===== src/rtl/ycbcr2bin_adapt_pkg.sv =====
// Shared constants and pixel helpers for the adaptive binarizer.
// Helpers work at the widest legal pixel width; callers size-cast.
package ycbcr2bin_adapt_pkg;

  localparam int DW_DEF     = 8;
  localparam int THRESH_DEF = 125;
  localparam int HYST_DEF   = 4;
  localparam int MAXW       = 12;

  function automatic logic [MAXW-1:0] px_min(
    input logic [MAXW-1:0] a,
    input logic [MAXW-1:0] b
  );
    return (a < b) ? a : b;
  endfunction

  function automatic logic [MAXW-1:0] px_max(
    input logic [MAXW-1:0] a,
    input logic [MAXW-1:0] b
  );
    return (a > b) ? a : b;
  endfunction

  // Sum carried one bit wider so the midpoint never overflows.
  function automatic logic [MAXW-1:0] px_mid(
    input logic [MAXW-1:0] a,
    input logic [MAXW-1:0] b
  );
    logic [MAXW:0] s;
    s = {1'b0, a} + {1'b0, b};
    return s[MAXW:1];
  endfunction

endpackage


===== src/rtl/ycbcr2bin_adapt_frame_minmax_stat.sv =====
// Per-frame luma min/max tracker with midpoint latch (auto threshold).
// Ports: clk, rst_n, start_i (frame start), de_i, y_i, auto_thr_o.
module frame_minmax_stat
  import ycbcr2bin_adapt_pkg::*;
#(
  parameter int DW          = DW_DEF,
  parameter int THRESH_INIT = THRESH_DEF
) (
  input  logic          clk,
  input  logic          rst_n,
  input  logic          start_i,
  input  logic          de_i,
  input  logic [DW-1:0] y_i,
  output logic [DW-1:0] auto_thr_o
);

  localparam logic [DW-1:0] ONES = '1;
  localparam logic [DW-1:0] INIT = DW'(THRESH_INIT);

  logic [DW-1:0] min_q, min_d;
  logic [DW-1:0] max_q, max_d;
  logic [DW-1:0] auto_q, auto_d;
  logic          seen_q, seen_d;

  always_comb begin
    min_d  = min_q;
    max_d  = max_q;
    auto_d = auto_q;
    seen_d = seen_q;
    if (start_i) begin
      if (seen_q)
        auto_d = DW'(px_mid(MAXW'(min_q),
                            MAXW'(max_q)));
      // A pixel on the start cycle opens the new frame.
      min_d  = de_i ? y_i : ONES;
      max_d  = de_i ? y_i : '0;
      seen_d = de_i;
    end else if (de_i) begin
      min_d  = DW'(px_min(MAXW'(min_q),
                          MAXW'(y_i)));
      max_d  = DW'(px_max(MAXW'(max_q),
                          MAXW'(y_i)));
      seen_d = 1'b1;
    end
  end

  always_ff @(posedge clk or negedge rst_n) begin
    if (!rst_n) begin
      min_q  <= ONES;
      max_q  <= '0;
      auto_q <= INIT;
      seen_q <= 1'b0;
    end else begin
      min_q  <= min_d;
      max_q  <= max_d;
      auto_q <= auto_d;
      seen_q <= seen_d;
    end
  end

  assign auto_thr_o = auto_q;

endmodule


===== src/rtl/ycbcr2bin_adapt.sv =====
// Adaptive luma binarizer, 2-clock latency, threshold fixed per frame.
// Ports: clk, rst_n, pre_frame_* / img_y in; post_frame_* / img_bin,
// thresh_cur out; thresh_cfg, mode_auto, invert latched at frame start.
// Optional hysteresis compiled in with macro BIN_HYST_EN.
module ycbcr2bin_adapt
  import ycbcr2bin_adapt_pkg::*;
#(
  parameter int DW          = DW_DEF,
  parameter int THRESH_INIT = THRESH_DEF,
  parameter int HYST        = HYST_DEF
) (
  input  logic          clk,
  input  logic          rst_n,
  input  logic          pre_frame_vsync,
  input  logic          pre_frame_hsync,
  input  logic          pre_frame_de,
  input  logic [DW-1:0] img_y,
  input  logic [DW-1:0] thresh_cfg,
  input  logic          mode_auto,
  input  logic          invert,
  output logic          post_frame_vsync,
  output logic          post_frame_hsync,
  output logic          post_frame_de,
  output logic [DW-1:0] img_bin,
  output logic [DW-1:0] thresh_cur
);

  localparam logic [DW-1:0] INIT = DW'(THRESH_INIT);

  logic [DW-1:0] y1_q;
  logic          de1_q, hs1_q, vs1_q;
  logic          de2_q, hs2_q, vs2_q;
  logic [DW-1:0] bin_q, bin_d;

  logic          mode_q, inv_q, start_q;
  logic [DW-1:0] cfg_q;
  logic [DW-1:0] thr_q, thr_d, thr_nxt, thr_eff;
  logic [DW-1:0] auto_thr;
  logic          vs_rise, raw;

  assign vs_rise = pre_frame_vsync & ~vs1_q;

  frame_minmax_stat #(
    .DW         (DW),
    .THRESH_INIT(THRESH_INIT)
  ) u_stat (
    .clk       (clk),
    .rst_n     (rst_n),
    .start_i   (vs_rise),
    .de_i      (pre_frame_de),
    .y_i       (img_y),
    .auto_thr_o(auto_thr)
  );

  // The start-cycle pixel sits in stage 1 while thr_q loads,
  // so it sees the new frame's threshold through this bypass.
  assign thr_nxt = mode_q ? auto_thr : cfg_q;
  assign thr_eff = start_q ? thr_nxt : thr_q;
  assign thr_d   = thr_eff;

`ifdef BIN_HYST_EN
  logic          prev_q, prev_d, de_rise;
  logic [DW:0]   hi_w;
  logic [DW-1:0] thr_hi, thr_lo;

  assign de_rise = de1_q & ~de2_q;
  assign hi_w    = {1'b0, thr_eff} + (DW+1)'(HYST);
  assign thr_hi  = hi_w[DW] ? '1 : hi_w[DW-1:0];
  assign thr_lo  = (thr_eff < DW'(HYST)) ?
                   '0 : thr_eff - DW'(HYST);

  always_comb begin
    raw = 1'b0;
    if (y1_q > thr_hi)
      raw = 1'b1;
    else if (y1_q < thr_lo)
      raw = 1'b0;
    else
      raw = de_rise ? 1'b0 : prev_q;
    prev_d = de1_q ? raw : prev_q;
  end

  always_ff @(posedge clk or negedge rst_n) begin
    if (!rst_n) prev_q <= 1'b0;
    else        prev_q <= prev_d;
  end
`else
  always_comb begin
    raw = 1'b0;
    raw = (y1_q > thr_eff);
  end
`endif

  always_comb begin
    bin_d = '0;
    if (de1_q)
      bin_d = {DW{raw ^ inv_q}};
  end

  always_ff @(posedge clk or negedge rst_n) begin
    if (!rst_n) begin
      y1_q  <= '0;
      de1_q <= 1'b0;
      hs1_q <= 1'b0;
      vs1_q <= 1'b0;
      de2_q <= 1'b0;
      hs2_q <= 1'b0;
      vs2_q <= 1'b0;
      bin_q <= '0;
    end else begin
      y1_q  <= img_y;
      de1_q <= pre_frame_de;
      hs1_q <= pre_frame_hsync;
      vs1_q <= pre_frame_vsync;
      de2_q <= de1_q;
      hs2_q <= hs1_q;
      vs2_q <= vs1_q;
      bin_q <= bin_d;
    end
  end

  always_ff @(posedge clk or negedge rst_n) begin
    if (!rst_n) begin
      mode_q  <= 1'b0;
      inv_q   <= 1'b0;
      cfg_q   <= INIT;
      start_q <= 1'b0;
      thr_q   <= INIT;
    end else begin
      start_q <= vs_rise;
      thr_q   <= thr_d;
      if (vs_rise) begin
        mode_q <= mode_auto;
        inv_q  <= invert;
        cfg_q  <= thresh_cfg;
      end
    end
  end

  assign post_frame_vsync = vs2_q;
  assign post_frame_hsync = hs2_q;
  assign post_frame_de    = de2_q;
  assign img_bin          = bin_q;
  assign thresh_cur       = thr_q;

endmodule


===== config.mk =====
export PLATFORM = sky130hd
export DESIGN_NAME = ycbcr2bin_adapt
export DESIGN_NICKNAME = d
export VERILOG_FILES = /design/src/rtl/ycbcr2bin_adapt_pkg.sv /design/src/rtl/ycbcr2bin_adapt_frame_minmax_stat.sv /design/src/rtl/ycbcr2bin_adapt.sv
export SDC_FILE = /design/constraint.sdc
export NUM_CORES = 1
export LEC_CHECK = 0
export ABC_CLOCK_PERIOD_IN_PS = 2250
export CAP_MARGIN = 20
export CORE_ASPECT_RATIO = 1.75
export CORE_MARGIN = 2
export CORE_UTILIZATION = 36
export CTS_BUF_LIST = sky130_fd_sc_hd__clkbuf_2
export CTS_CLUSTER_DIAMETER = 100
export DETAILED_ROUTE_END_ITERATION = 8
export DONT_BUFFER_PORTS = 1
export MAX_ROUTING_LAYER = met4
export PLACE_DENSITY_LB_ADDON = 0.1
export RECOVER_POWER = 100
export SLEW_MARGIN = 40
export SYNTH_ARGS = -nofsm -noshare
export SYNTH_HDL_FRONTEND = slang
export SYNTH_SLANG_ARGS = --single-unit

===== constraint.sdc =====
create_clock -name clk -period 2.25 [get_ports clk]
set_input_delay 0.1125 -clock clk [delete_from_list [all_inputs] [get_ports clk]]
set_output_delay 0.1125 -clock clk [all_outputs]
set_load 0.02 [all_outputs]

==> results.py <==
metrics = {
    "clock_network": {
        "clk-insertion-delay-late_ns": 0.52,
        "htree_levels": 3,
        "cts.path.max_buffers": 2,
        "cts_sinks": 59,
        "clk_pin_slew_worst_paths_ns": 0.18,
        "numCtsBuffers": 9,
        "post-cts-setup-buffers": 0,
        "cts-root-buf": "clkbuf_2",
        "cts_tree": "built",
    },
    "route": {
        "vias_per_cell": 5.07,
        "drt-wirelength-per-cell_um": 17.7,
        "totalWireLength_um": 7190,
        "drt.antenna.violating_nets": 0,
        "num_vias": 2063,
        "route.detailed.drc": 0,
        "first_pass_iters": 4,
        "drt-initial-drc-count": 120,
    },
    "die": {
        "dieWidth_um": 74.0,
        "core_um2": 8310,
        "start_util_pct": 37.1,
        "ioPinCount": 42,
        "fp.dieH_um": 127,
        "dieArea_um2": 9360,
        "row_count": 44,
    },
    "cells_and_area": {
        "layout.nets": 341,
        "areaGrowthSynthToFinish_pct": 12.0,
        "fillers": 799,
        "n_antenna_cell": 0,
        "multiInputGateArea_um2": 1400,
        "regArea_um2": 1510,
        "layout-drive-gt1-share_pct": 18.5,
        "final_util_pct": 41.6,
    },
    "synth": {
        "yosys.area.top_type_share_pct": 26.7,
        "synthArstFlopShare_pct": 100,
        "synth_edf_count": 0,
        "ys_seq_area_share_pct": 48.9,
        "avgSynthCellArea_um2": 11.7,
        "syn_nets": 317,
        "syn_area_um2": 3090,
        "synth_cells": 263,
        "ys_seq_elements": 59,
        "ys_types": 48,
        "yosysTopAreaCell": "dfrtp_1",
        "synth_warnings": 0,
        "synthFlopType": "dfrtp_1",
        "synth.area.top_cells": "dfrtp_1 27%, dfstp_2 22%, ha_1 12%",
    },
    "timing": {
        "period_minus_slack_ns": 2.14,
        "max_slew.worst_pin.slew_ns": 1.46,
        "slew_headroom_pct": 2.87,
        "hold_violations": 0,
        "slew_viol_final": 0,
        "rsz0062_at_grt": "no",
        "fmax_mhz": 468,
        "fin_skew_ns": 0.0171,
        "fin_crit_sh_pct": 95.0,
        "finalSetupTns_ns": 0,
        "setup_violations": 0,
    },
    "grt": {
        "overflow": 0,
        "grt_max_degree": 60,
        "grt_pass1_vias": 2227,
        "antenna_found_initial": 0,
        "grtUsageTotal_pct": 17.7,
        "grt_pass1_wl_um": 11700,
    },
    "job": {
        "cap_violations": 0,
    },
    "power_and_ir_drop": {
        "peakVddDrop_v": 0.000403,
        "finalPower_mw": 3.80,
        "power_density_nw_per_um2": 1100,
        "p_leak_nw": 1.56,
    },
    "min_path": {
        "hp-start": "pre_frame_de",
        "hold_path_class": "primary input to register",
        "hold_end": "u_stat.max_q[3]",
        "whs_path_depth": 3,
    },
    "setup_path": {
        "worst_path_max_delay_cell": "dfstp_1",
        "r2r_setup_slack_ns": 0.11,
        "worstReg2RegStart": "u_stat.min_q[5]",
        "crit_path_end_kind": "register",
        "rr_endpoint": "u_stat.min_q[7]",
        "critPathMaxFanout": 8,
        "worstSetupPathType": "register to register",
        "reg2reg_depth": 6,
        "start_kind": "register",
        "cpPeakStageDelay_ns": 0.58,
        "arrival_ns": 2.60,
        "path_cells": "ha_1 > a21o_1 > a2111oi_4 > o21ai_0 > a21boi_4 > o22a_1",
        "required_ns": 2.71,
    },
    "placement": {
        "dpl.hpwl_um": 5130,
        "gp_congestion": 0.781,
        "portBuffers": 0,
    },
    "status": {
        "status": "complete, no violations",
    },
}
## layout make-up
type	count	share of cell area, %
clock inverter	6	0.941
multi-input combinational	169	40.4
inverter	21	2.35
sequential	59	43.7
tap	115	4.16
timing repair buffer	27	6.98
clock buffer	10	1.45
## worst max path at each step
stage,start,end,slack [ns],cells past startpoint
2_1_floorplan,start_q,img_bin[6],0.23,10
4_1_cts,mode_q,img_bin[6],0.11,8
5_1_grt,u_stat.min_q[5],u_stat.min_q[4],0.05,6
6_report,u_stat.min_q[5],u_stat.min_q[7],0.11,6
3_3_place_gp,mode_q,img_bin[6],0.20,8
3_5_place_dp,mode_q,img_bin[6],0.12,8
## worst max-delay path, delay by kind of cell, from the launching register on
kind,cells,cell delay (ns)
AOI/OAI and AO/OA,5,1.26
adders and majority gates,1,0.25
DFF,1,0.58
## sequential cells by signal, summed over array words and instances (netlist names), 8 cells and up
| name | cells |
|---|---|
| y1_q | 8 |
| u_stat.max_q | 8 |
| cfg_q | 8 |
| thresh_cur | 8 |
| u_stat.auto_thr_o | 8 |
| u_stat.min_q | 8 |
## layer usage
metal | up-vias | track usage [%] | share of wire, % | wire [um]
met5 | - | - | 0 | 0
met2 | 35 | 31.1 | 57 | 4110
met1 | 1018 | 17.6 | 37 | 2670
met3 | 12 | 5.48 | 3.6 | 260
li1 | 998 | - | - | -
met4 | 0 | 6.74 | 2.0 | 146
## Yosys cell counts (all sizes together) (2+ instances only)
| cell type | count |
|---|---|
| inv | 21 |
| clkbuf | 4 |
| a2111oi | 2 |
| o21ai | 14 |
| a21oi | 13 |
| nand3 | 2 |
| o22a | 8 |
| ha | 30 |
| buf | 10 |
| o31ai | 2 |
| a32o | 8 |
| o2111ai | 2 |
| nand2 | 18 |
| nand4 | 4 |
| mux2 | 9 |
| a21o | 10 |
| nor2 | 12 |
| dfstp | 26 |
| dfrtp | 33 |
| nand2b | 3 |
| xor2 | 3 |
| nor2b | 2 |
| mux2i | 9 |
| a31oi | 2 |
## timing repair
action	4_1_cts	5_1_grt
setup endpoints to repair	0	1
hold endpoints to repair	99	0
hold buffers	23	0
gates resized for setup	0	2
## per-stage QoR
step	instances	setup WS (ns)	instance area (um^2)	hold slack [ns]
4_1_cts	407	0.108	3500	0.0535
2_1_floorplan	263	0.230	3090	-0.183
3_5_place_dp	368	0.116	3170	-0.180
6_report	407	0.113	3460	0.105
3_3_place_gp	368	0.198	3170	-0.181
5_1_grt	407	0.0542	3460	0.0733
## cell families (layout without fill, tap and decap cells)
kind of cell    Yosys count  in the layout  share of synthesized area (%)
buf+inv                  35             64                           5.51
xor+xnor                  4              4                           1.13
compound gates           70             70                           18.3
flops                    59             59                           48.9
simple gates             46             46                           7.17
mux                      18             18                           6.20
fa+ha+maj                31             31                           12.8
## report_power, final
group / internal [mW] / switching (mW)
Sequential: 1.44 / 0.269
Clock: 0.138 / 0.420
Combinational: 0.695 / 0.840
## cell usage in the layout (no fill, tap or decap), types with 2 or more instances in the layout
master	synthesis	final
clkbuf_1	4	3
clkinv_2	0	2
a21oi_1	12	12
a31oi_1	2	2
mux2_2	9	9
dlygate4sd3_1	0	22
dfstp_1	0	8
dfrtp_1	33	31
nand2b_1	2	3
o2111ai_1	2	2
a21o_1	10	10
nand3_1	2	2
inv_1	20	20
nand2_1	18	18
nor2_1	12	12
o21ai_1	5	3
clkbuf_2	0	12
clkinv_1	0	2
o31ai_1	2	2
o21ai_0	8	11
o22a_1	8	8
ha_1	30	30
dfrtp_2	0	2
clkinvlp_4	0	2
a32o_1	8	8
nor2b_1	2	2
mux2i_1	9	9
dfstp_2	26	18
nand4_1	4	4
xor2_1	3	3
No activity file was read; power rests on OpenSTA's default activity.
